## src/rtl/airi5c_float_packer_pkg.sv

```systemverilog
// Shared FPU definitions: rounding modes, fflags layout, exponent limits and
// the packer state encoding.
package airi5c_float_packer_pkg;

  localparam logic [2:0] RM_RNE = 3'd0;
  localparam logic [2:0] RM_RTZ = 3'd1;
  localparam logic [2:0] RM_RDN = 3'd2;
  localparam logic [2:0] RM_RUP = 3'd3;
  localparam logic [2:0] RM_RMM = 3'd4;

  // Bit positions inside fflags = {NV,DZ,OF,UF,NX}
  localparam int FLAG_NV = 4;
  localparam int FLAG_DZ = 3;
  localparam int FLAG_OF = 2;
  localparam int FLAG_UF = 1;
  localparam int FLAG_NX = 0;

  localparam int BIAS    = 127;
  localparam int EXP_MAX = 255;

  localparam logic [31:0] CANONICAL_NAN_DEFAULT = 32'h7FC00000;

  typedef enum logic [1:0] {
    ST_IDLE,
    ST_NORM,
    ST_ROUND,
    ST_DONE
  } packer_state_t;

endpackage

```

## src/rtl/airi5c_round_decide.sv

```systemverilog
// Round-up / inexact decision from the LSB, guard, round and sticky bits.
// Purely combinational so every FPU rounding path can share it.
module airi5c_round_decide
  import airi5c_float_packer_pkg::*;
(
  input  logic       lsb,
  input  logic       guard,
  input  logic       round_bit,
  input  logic       sticky,
  input  logic       sgn,
  input  logic [2:0] rm,
  output logic       round_up,
  output logic       inexact
);

  assign inexact = guard | round_bit | sticky;

  // Unknown encodings fall through to round-to-nearest-even
  always_comb begin
    round_up = 1'b0;
    case (rm)
      RM_RTZ:  round_up = 1'b0;
      RM_RDN:  round_up = sgn & inexact;
      RM_RUP:  round_up = ~sgn & inexact;
      RM_RMM:  round_up = guard;
      default: round_up = guard & (round_bit | sticky | lsb);
    endcase
  end

endmodule

```

## src/rtl/airi5c_float_packer.sv

```systemverilog
// Normalises, rounds and packs an unrounded sign/exponent/mantissa result into
// an IEEE-754 binary32 word with fflags, behind valid/ready handshakes.
module airi5c_float_packer
  import airi5c_float_packer_pkg::*;
#(
  parameter int          EXP_W         = 10,
  parameter logic [31:0] CANONICAL_NAN = CANONICAL_NAN_DEFAULT
) (
  input  logic                    clk,
  input  logic                    reset,
  input  logic                    valid_in,
  output logic                    ready_out,
  input  logic                    sgn,
  input  logic signed [EXP_W-1:0] Exp,
  input  logic [27:0]             man,
  input  logic                    zero,
  input  logic                    inf,
  input  logic                    sNaN,
  input  logic                    qNaN,
  input  logic [2:0]              rm,
  output logic                    valid_out,
  input  logic                    ready_in,
  output logic [31:0]             float_out,
  output logic [4:0]              fflags
);

  localparam logic signed [EXP_W-1:0] EXP_ONE   = EXP_W'(1);
  localparam logic signed [EXP_W-1:0] EXP_LIMIT = EXP_W'(EXP_MAX);

  packer_state_t state, state_next;

  logic                    sgn_q;
  logic signed [EXP_W-1:0] exp_q;
  logic [27:0]             man_q;
  logic [2:0]              rm_q;

  logic        accept;
  logic        is_special;
  logic [31:0] special_word;
  logic [4:0]  special_flags;

  logic man_is_zero;
  logic shift_right;
  logic shift_left;
  logic norm_done;

  logic                    round_up;
  logic                    inexact;
  logic [24:0]             sum;
  logic [23:0]             mant_r;
  logic signed [EXP_W-1:0] exp_r;
  logic                    tiny;
  logic                    overflow;
  logic                    sat_inf;
  logic [31:0]             round_word;
  logic [4:0]              round_flags;

  assign ready_out  = (state == ST_IDLE);
  assign valid_out  = (state == ST_DONE);
  assign accept     = valid_in && ready_out;
  assign is_special = sNaN | qNaN | inf | zero;

  // NaN outranks infinity, which outranks zero
  always_comb begin
    special_word  = {sgn, 31'h0};
    special_flags = '0;
    if (sNaN || qNaN) begin
      special_word           = CANONICAL_NAN;
      special_flags[FLAG_NV] = sNaN;
    end else if (inf) begin
      special_word = {sgn, 8'hFF, 23'h0};
    end
  end

  // One normalisation step per cycle; right shifts (carry or denormalise) win
  assign man_is_zero = (man_q == 28'd0);
  assign shift_right = !man_is_zero && (man_q[27] || (exp_q < EXP_ONE));
  assign shift_left  = !man_is_zero && !man_q[26] && (exp_q > EXP_ONE);
  assign norm_done   = !shift_right && !shift_left;

  airi5c_round_decide u_round_decide (
    .lsb      (man_q[3]),
    .guard    (man_q[2]),
    .round_bit(man_q[1]),
    .sticky   (man_q[0]),
    .sgn      (sgn_q),
    .rm       (rm_q),
    .round_up (round_up),
    .inexact  (inexact)
  );

  // A denormal that rounds into the hidden bit picks up exponent field 1 for free
  always_comb begin
    sum      = {1'b0, man_q[26:3]} + {24'd0, round_up};
    mant_r   = sum[24] ? sum[24:1] : sum[23:0];
    exp_r    = sum[24] ? exp_q + EXP_ONE : exp_q;
    tiny     = (exp_q == EXP_ONE) && !man_q[26];
    overflow = mant_r[23] && (exp_r >= EXP_LIMIT);

    sat_inf = 1'b1;
    case (rm_q)
      RM_RTZ:  sat_inf = 1'b0;
      RM_RDN:  sat_inf = sgn_q;
      RM_RUP:  sat_inf = ~sgn_q;
      default: sat_inf = 1'b1;
    endcase

    round_flags          = '0;
    round_flags[FLAG_DZ] = 1'b0;
    round_flags[FLAG_OF] = overflow;
    round_flags[FLAG_UF] = tiny && inexact;
    round_flags[FLAG_NX] = inexact || overflow;

    if (overflow) begin
      round_word = sat_inf ? {sgn_q, 8'hFF, 23'h0} : {sgn_q, 31'h7F7FFFFF};
    end else begin
      round_word = {sgn_q, (mant_r[23] ? exp_r[7:0] : 8'h00), mant_r[22:0]};
    end
  end

  always_ff @(posedge clk) begin
    if (reset) begin
      state <= ST_IDLE;
    end else begin
      state <= state_next;
    end
  end

  always_comb begin
    state_next = state;
    case (state)
      ST_IDLE: begin
        if (accept) begin
          state_next = is_special ? ST_DONE : ST_NORM;
        end
      end
      ST_NORM: begin
        if (norm_done) begin
          state_next = ST_ROUND;
        end
      end
      ST_ROUND: state_next = ST_DONE;
      ST_DONE: begin
        if (ready_in) begin
          state_next = ST_IDLE;
        end
      end
      default: state_next = ST_IDLE;
    endcase
  end

  // Operand capture, shifter and result registers; rm is frozen at accept
  always_ff @(posedge clk) begin
    if (reset) begin
      sgn_q     <= 1'b0;
      exp_q     <= '0;
      man_q     <= '0;
      rm_q      <= RM_RNE;
      float_out <= '0;
      fflags    <= '0;
    end else begin
      case (state)
        ST_IDLE: begin
          if (accept) begin
            sgn_q <= sgn;
            exp_q <= Exp;
            man_q <= man;
            rm_q  <= rm;
            if (is_special) begin
              float_out <= special_word;
              fflags    <= special_flags;
            end
          end
        end
        ST_NORM: begin
          if (shift_right) begin
            man_q <= {1'b0, man_q[27:2], man_q[1] | man_q[0]};
            exp_q <= exp_q + EXP_ONE;
          end else if (shift_left) begin
            man_q <= {man_q[26:0], 1'b0};
            exp_q <= exp_q - EXP_ONE;
          end
        end
        ST_ROUND: begin
          float_out <= round_word;
          fflags    <= round_flags;
        end
        default: ;
      endcase
    end
  end

endmodule

```

## config.mk

```make
export PLATFORM = sky130hd
export DESIGN_NAME = airi5c_float_packer
export DESIGN_NICKNAME = d
export VERILOG_FILES = /design/src/rtl/airi5c_float_packer_pkg.sv /design/src/rtl/airi5c_round_decide.sv /design/src/rtl/airi5c_float_packer.sv
export SDC_FILE = /design/constraint.sdc
export NUM_CORES = 1
export LEC_CHECK = 0
export CAP_MARGIN = 40
export CORE_ASPECT_RATIO = 1.25
export CORE_MARGIN = 5
export CORE_UTILIZATION = 55
export CTS_BUF_LIST = sky130_fd_sc_hd__clkbuf_8
export DETAILED_ROUTE_END_ITERATION = 6
export HOLD_SLACK_MARGIN = 0.15
export PLACE_DENSITY_LB_ADDON = 0.2
export SYNTH_ARGS = -nofsm -noshare
export SYNTH_HDL_FRONTEND = slang
export SYNTH_SLANG_ARGS = --single-unit
```

## constraint.sdc

```tcl
create_clock -name clk -period 9.05 [get_ports clk]
set_input_delay 2.715 -clock clk [delete_from_list [all_inputs] [get_ports clk]]
set_output_delay 2.715 -clock clk [all_outputs]
set_load 0.01 [all_outputs]
```

## Word-level counts from Yosys, hierarchy flattened

Index checks and enable logic that the tools add are counted.
Widths: inputs -> output; s select.

- Register bits: 81
- Output and inout port bits: 39

- Add/subtract/negate cells: 3
- $lt $le $gt $ge: 3
- Equality and inequality tests: 13
- Mux-type cells: 29
- Bitwise gates (word level): 11
- Reduce and logical (&&, ||, !) cells: 23

Operators with widths:

| cell | count |
|---|---|
| $mux 32 | 3 |
| $mux 28 | 3 |
| $pmux 32 s2 | 1 |
| $mux 31 | 2 |
| $pmux 28 s2 | 1 |
| $mux 24 | 2 |
| $mux 10 | 4 |
| $logic_not 28->1 | 1 |
| $add 24x1->25 | 1 |
| $pmux 10 s2 | 1 |
| $add 10x2->10 const B | 1 |
| $eq 10x2->1 const B | 1 |
| $ge 10x9->1 const B | 1 |
| $gt 10x2->1 const B | 1 |
| $lt 10x2->1 const B | 1 |
| $mux 5 | 2 |
| $pmux 5 s2 | 1 |
| $sub 10x2->10 const B | 1 |
| $reduce_and 3->1 | 3 |
| $logic_and 1x1->1 | 8 |
| $mux 2 | 4 |
| $mux 8 | 1 |
| $pmux 2 s4 | 1 |
| $or 1x1->1 | 7 |
| 18 further kinds | 30 |

## Logic depth before layout (Yosys ltp)

- Depth after elaboration: 10
- Mapped depth: 15
- Mapped depth without buffers: 13

## By module

Synthesis repeated with hierarchy kept, for this count alone.

- Cell total of the unflattened synthesis: 701
- Area total of the unflattened synthesis: 5188.7 um2

By module, submodules not included:

| module | instances | cells an instance | area each (um2) | seq. area each (um2) |
|---|---|---|---|---|
| airi5c_float_packer | 1 | 692 | 5129.9 | 1601.5 |
| airi5c_round_decide | 1 | 9 | 58.8 | 0.0 |

## Worst setup path after synthesis

OpenSTA, ideal clock, no wires.

- Kind: in2reg
- Start point: in qNaN
- End point: reg float_out[10]
- Data arrival time: 4394 ps
- Path slack: 4582 ps
- Cell stages on the path: 8
- Path buffers: 1
- Cell sequence: nor4_1 -> nor2b_1 -> mux2_2 -> nor2_1 -> clkbuf_1 -> a21oi_1 -> a32o_1 -> a31oi_1

- Word-level cells in the longest chain between the ends: 5
- Elaborated cells between the ends (all ways): 10
- Classes of those cells: eq/ne: 1; mux: 4; bitwise: 3; reduce/logical: 2

RTL lines:

| element | RTL line | source |
|---|---|---|
| start: declaration | airi5c_float_packer.sv:19 | `input logic qNaN,` |
| $or 1x1->1 or $logic_or 1x1->1 (tied branches) | airi5c_float_packer.sv:61, airi5c_float_packer.sv:67 |  |
| $or 1x1->1 or $mux 32 (tied branches) | airi5c_float_packer.sv:61, airi5c_float_packer.sv:67 |  |
| $or 1x1->1 or $mux 32 (tied branches) | airi5c_float_packer.sv:61, airi5c_float_packer.sv:169 |  |
| $ne 2x1->1 (no source line) or $mux 32 (tied branches) | n/a |  |
| $reduce_and 3->1 (no source line) or $pmux 32 s2 (tied branches) | n/a |  |
| end signal: assignment | airi5c_float_packer.sv:170 | `float_out <= special_word;` |
| end signal: assignment | airi5c_float_packer.sv:185 | `float_out <= round_word;` |
| end: declaration | airi5c_float_packer.sv:23 | `output logic [31:0] float_out,` |

Several ways; a longest one is shown, not always the timed one. The select of a mux whose other input is x is not followed.
A chain may end at the register's enable or synchronous reset.

## Worst setup path after layout

- Start point: in sNaN
- End point: reg float_out[20]

- Word-level cells in the longest chain between the ends: 5
- Elaborated cells between the ends (all ways): 10
- Classes of those cells: eq/ne: 1; mux: 4; bitwise: 3; reduce/logical: 2

RTL lines:

| element | RTL line | source |
|---|---|---|
| start: declaration | airi5c_float_packer.sv:18 | `input logic sNaN,` |
| $or 1x1->1 or $logic_or 1x1->1 (tied branches) | airi5c_float_packer.sv:61, airi5c_float_packer.sv:67 |  |
| $or 1x1->1 or $mux 32 (tied branches) | airi5c_float_packer.sv:61, airi5c_float_packer.sv:67 |  |
| $or 1x1->1 or $mux 32 (tied branches) | airi5c_float_packer.sv:61, airi5c_float_packer.sv:169 |  |
| $ne 2x1->1 (no source line) or $mux 32 (tied branches) | n/a |  |
| $reduce_and 3->1 (no source line) or $pmux 32 s2 (tied branches) | n/a |  |

Several ways; a longest one is shown, not always the timed one. The select of a mux whose other input is x is not followed.

==> results by group <==
Timing
  – Final Cycle Share: 56.3%
  – Least-Margin Pin Slew: 0.813 ns
  – Final setup TNS: 0 ns
  – Setup violations, final: 0
  – Final Slew Violations: 0
  – Max Clk Rate: 196 MHz
  – RSZ-0062 raised after global routing: false
  – Rel. slew slack: 44.2%
  – Minimum clock period: 5.09 ns
  – Min Hold Slack: 0.463 ns
  – Worst Skew: 0.0139 ns
  – Fin. Hold Viols: 0

Drt
  – Via density: 6.30
  – Post-route ant nets: 0
  – Drt pass-1 iters: 5
  – Via count: 5521
  – DR iter-0 viols: 548
  – Drt drc: 0
  – Wirelength, routed: 15.1 mm
  – WL per Instance: 17.3 um

Power and ir drop
  – Pwr dens: 298 nW/um^2
  – Switching pwr: 0.000886 W
  – Sequential power share: 31.1%
  – Combinational power share: 54.0%
  – Clock power share: 14.9%
  – Maximum VDD drop: 0.000257 V
  – Lkg Pwr: 2.32 nW
  – Sw Share: 46.2%
  – Internal Pwr Total: 0.00103 W

Synthesis
  – Yosys warns: 0
  – Post-synthesis area per instance: 7.61 sq um
  – Most used DFF post-synth: dfxtp_1
  – Yosys cell types: 67
  – Mapped cell area: 5430 sq um
  – Number of flops mapped to enable cells by yosys: 0
  – Syn_nets: 772
  – Seq/Total Area, Yosys: 29.5%
  – Syn Inst Count: 713
  – FF+latch count, synth: 80
  – Synth async-reset ratio: 0%

Final layout
  – Area Overhead vs Synth: 18.5%
  – Area of the multi-input gates: 3430 sq um
  – Most common cell after layout, fill and taps aside: clkdlybuf4s50_1
  – Layout cells sized above 1: 7.07%
  – Storage cell area: 1600 sq um
  – Antenna diodes: 0
  – NumNets Final: 804
  – Filler cells: 873
  – Most frequent cells in the layout: clkdlybuf4s50_1, nor2_1, dfxtp_1, a21oi_1, nand2_1

Worst setup path
  – Crit path kind: in -> reg
  – RR Endpoint: float_out[0]
  – CP startpoint kind: primary input
  – Largest stage delay on the critical path: 0.51 ns
  – Worst EP required: 9.35 ns
  – Worst R2R Path Depth: 13
  – Worst path slowest cell: nor2_2
  – Worst path bufs/invs: 2
  – Crit path DAT: 5.40 ns
  – Delay-heaviest family, CP: simple AND/OR/NAND/NOR gates
  – Worst setup EP type: flop
  – R2r startpoint: rm_q[0]
  – CP cell instances: clkdlybuf4s50_1 > nor4_1 > nor2b_1 > mux2_2 > nor2_2 > buf_8 > a21oi_1 > a32o_1 > a31oi_1
  – Reg2reg setup slack: 4.50 ns
  – Crit-path max FO: 18

Clocking
  – Number of buffers created by CTS: 9
  – Setup Fix Bufs, Post-CTS: 0
  – H-tree Lvls: 3
  – # hold bufs at CTS: 0
  – CTS root buf: clkbuf_8
  – CTS tree: built
  – Cells resized by post-CTS repair: 0
  – CTS clk-pin slew, worst paths: 0.09 ns
  – CTS max path bufs: 2
  – # clock sinks: 80
  – Worst-skew pair later-pin latency: 0.37 ns

Global route
  – Initial antenna violation count: 0
  – Largest net degree at the start of global routing: 72
  – Vias in the first global route: 5023
  – First-pass GRT wire length: 24.7 mm
  – GRT Overall Usage: 24.9%
  – Grt total ovfl: 0

Die
  – Row count: 40
  – Ports: 89
  – Core box area: 9610 sq um
  – Width of the die: 98.8 um
  – Initial core utilization: 56.5%
  – Die area: 12000 sq um
  – Die Ht: 121 um

Min path
  – Worst Hold Launch: fflags[4]
  – Hold Crit Class: reg -> reg
  – WHS Endpoint: fflags[4]
  – Hold Path Depth: 2

Run status
  – Status: completed

Place
  – Detail Placement HPWL: 11.0 mm
  – Port Buf Inserts: 87
  – GPL Wtd Cong: 0.941

Flow run
  – Maxcap violations: 0
## kinds of logic (layout without fill, tap and decap cells)
group	count (synthesis)	in the layout	share of synthesized area (%)
buffers and inverters	91	128	7.54
adder cells (fa/ha/maj)	9	9	2.08
other	1	1	0.0691
AO/OA/AOI/OAI	200	200	25.1
XOR/XNOR	28	28	4.52
AND/OR/NAND/NOR	266	266	24.1
flip-flops	80	80	29.5
multiplexers	38	38	7.13
## cell usage after synthesis, drive strengths merged (17+ instances only)
cell | instances | share of area [%]
o21ai | 24 | 2.3
nand3 | 36 | 3.3
nor2 | 84 | 5.8
clkbuf | 51 | 3.8
buf | 25 | 2.7
dfxtp | 80 | 30
mux2i | 33 | 6.1
nor4 | 17 | 2.0
o211ai | 18 | 2.8
a211oi | 32 | 4.4
a21oi | 61 | 5.7
nand2 | 58 | 4.2
## layer usage
| layer | GRT usage (%) | up-vias | routed length [um] |
|---|---|---|---|
| met2 | 39.9 | 240 | 7160 |
| met5 | 0 | - | 0 |
| met4 | 9.22 | 0 | 325 |
| met1 | 33.8 | 2580 | 6580 |
| li1 | - | 2674 | - |
| met3 | 3.85 | 27 | 1050 |
## registers in the layout, summed over array words and instances, names as in the netlist
name       flops
float_out     32
man_q         28
exp_q         10
fflags         4
rm_q           3
state          2
sgn_q          1
## tightest hold or removal path: stages (launching register included)
cell and delay, ns:
dfxtp_1 0.32, nand2_1 0.05, a21oi_1 0.05
## power groups by stage
stage | clock, W | combinational (W) | sequential, W
2_1_floorplan | 0 | 0.000838 | 0.000516
3_3_place_gp | 0 | 0.000983 | 0.000596
3_5_place_dp | 0 | 0.00102 | 0.000601
4_1_cts | 0.000288 | 0.00103 | 0.000593
5_1_grt | 0.000304 | 0.00114 | 0.000615
6_report | 0.000286 | 0.00104 | 0.000597
## cell type report
cell class / count / share of cell area (%)
Multi-Input combinational cell: 542 / 53.4
Sequential cell: 80 / 24.9
Clock inverter: 6 / 1.15
Inverter: 15 / 0.875
Timing Repair Buffer: 97 / 15.1
Tap cell: 126 / 2.45
Clock buffer: 10 / 2.14
## stage by stage
stage / setup slack [ns] / cell area (sq um) / power (W) / utilization [%] / std cells
after global routing: 3.71 / 6430 / 0.00206 / 66.9 / 876
after detailed placement: 3.62 / 6220 / 0.00162 / 64.7 / 860
after CTS: 4.01 / 6430 / 0.00191 / 66.9 / 876
after floorplan: 4.58 / 5430 / 0.00135 / - / 713
after global placement: 3.49 / 6150 / 0.00158 / 64.0 / 855
final: 3.96 / 6430 / 0.00192 / 66.9 / 876
## worst max path at each step
stage                  start             to  slack (ns)  cells after the start
floorplan               qNaN  float_out[10]        4.58                      8
global placement        sNaN  float_out[14]        3.49                      8
detailed placement      sNaN  float_out[20]        3.62                      9
CTS                     sNaN  float_out[20]        4.01                      9
global route        valid_in  float_out[15]        3.71                      6
finish                  sNaN  float_out[20]        3.96                      9
Note: power is estimated with default switching activity, not from simulation.
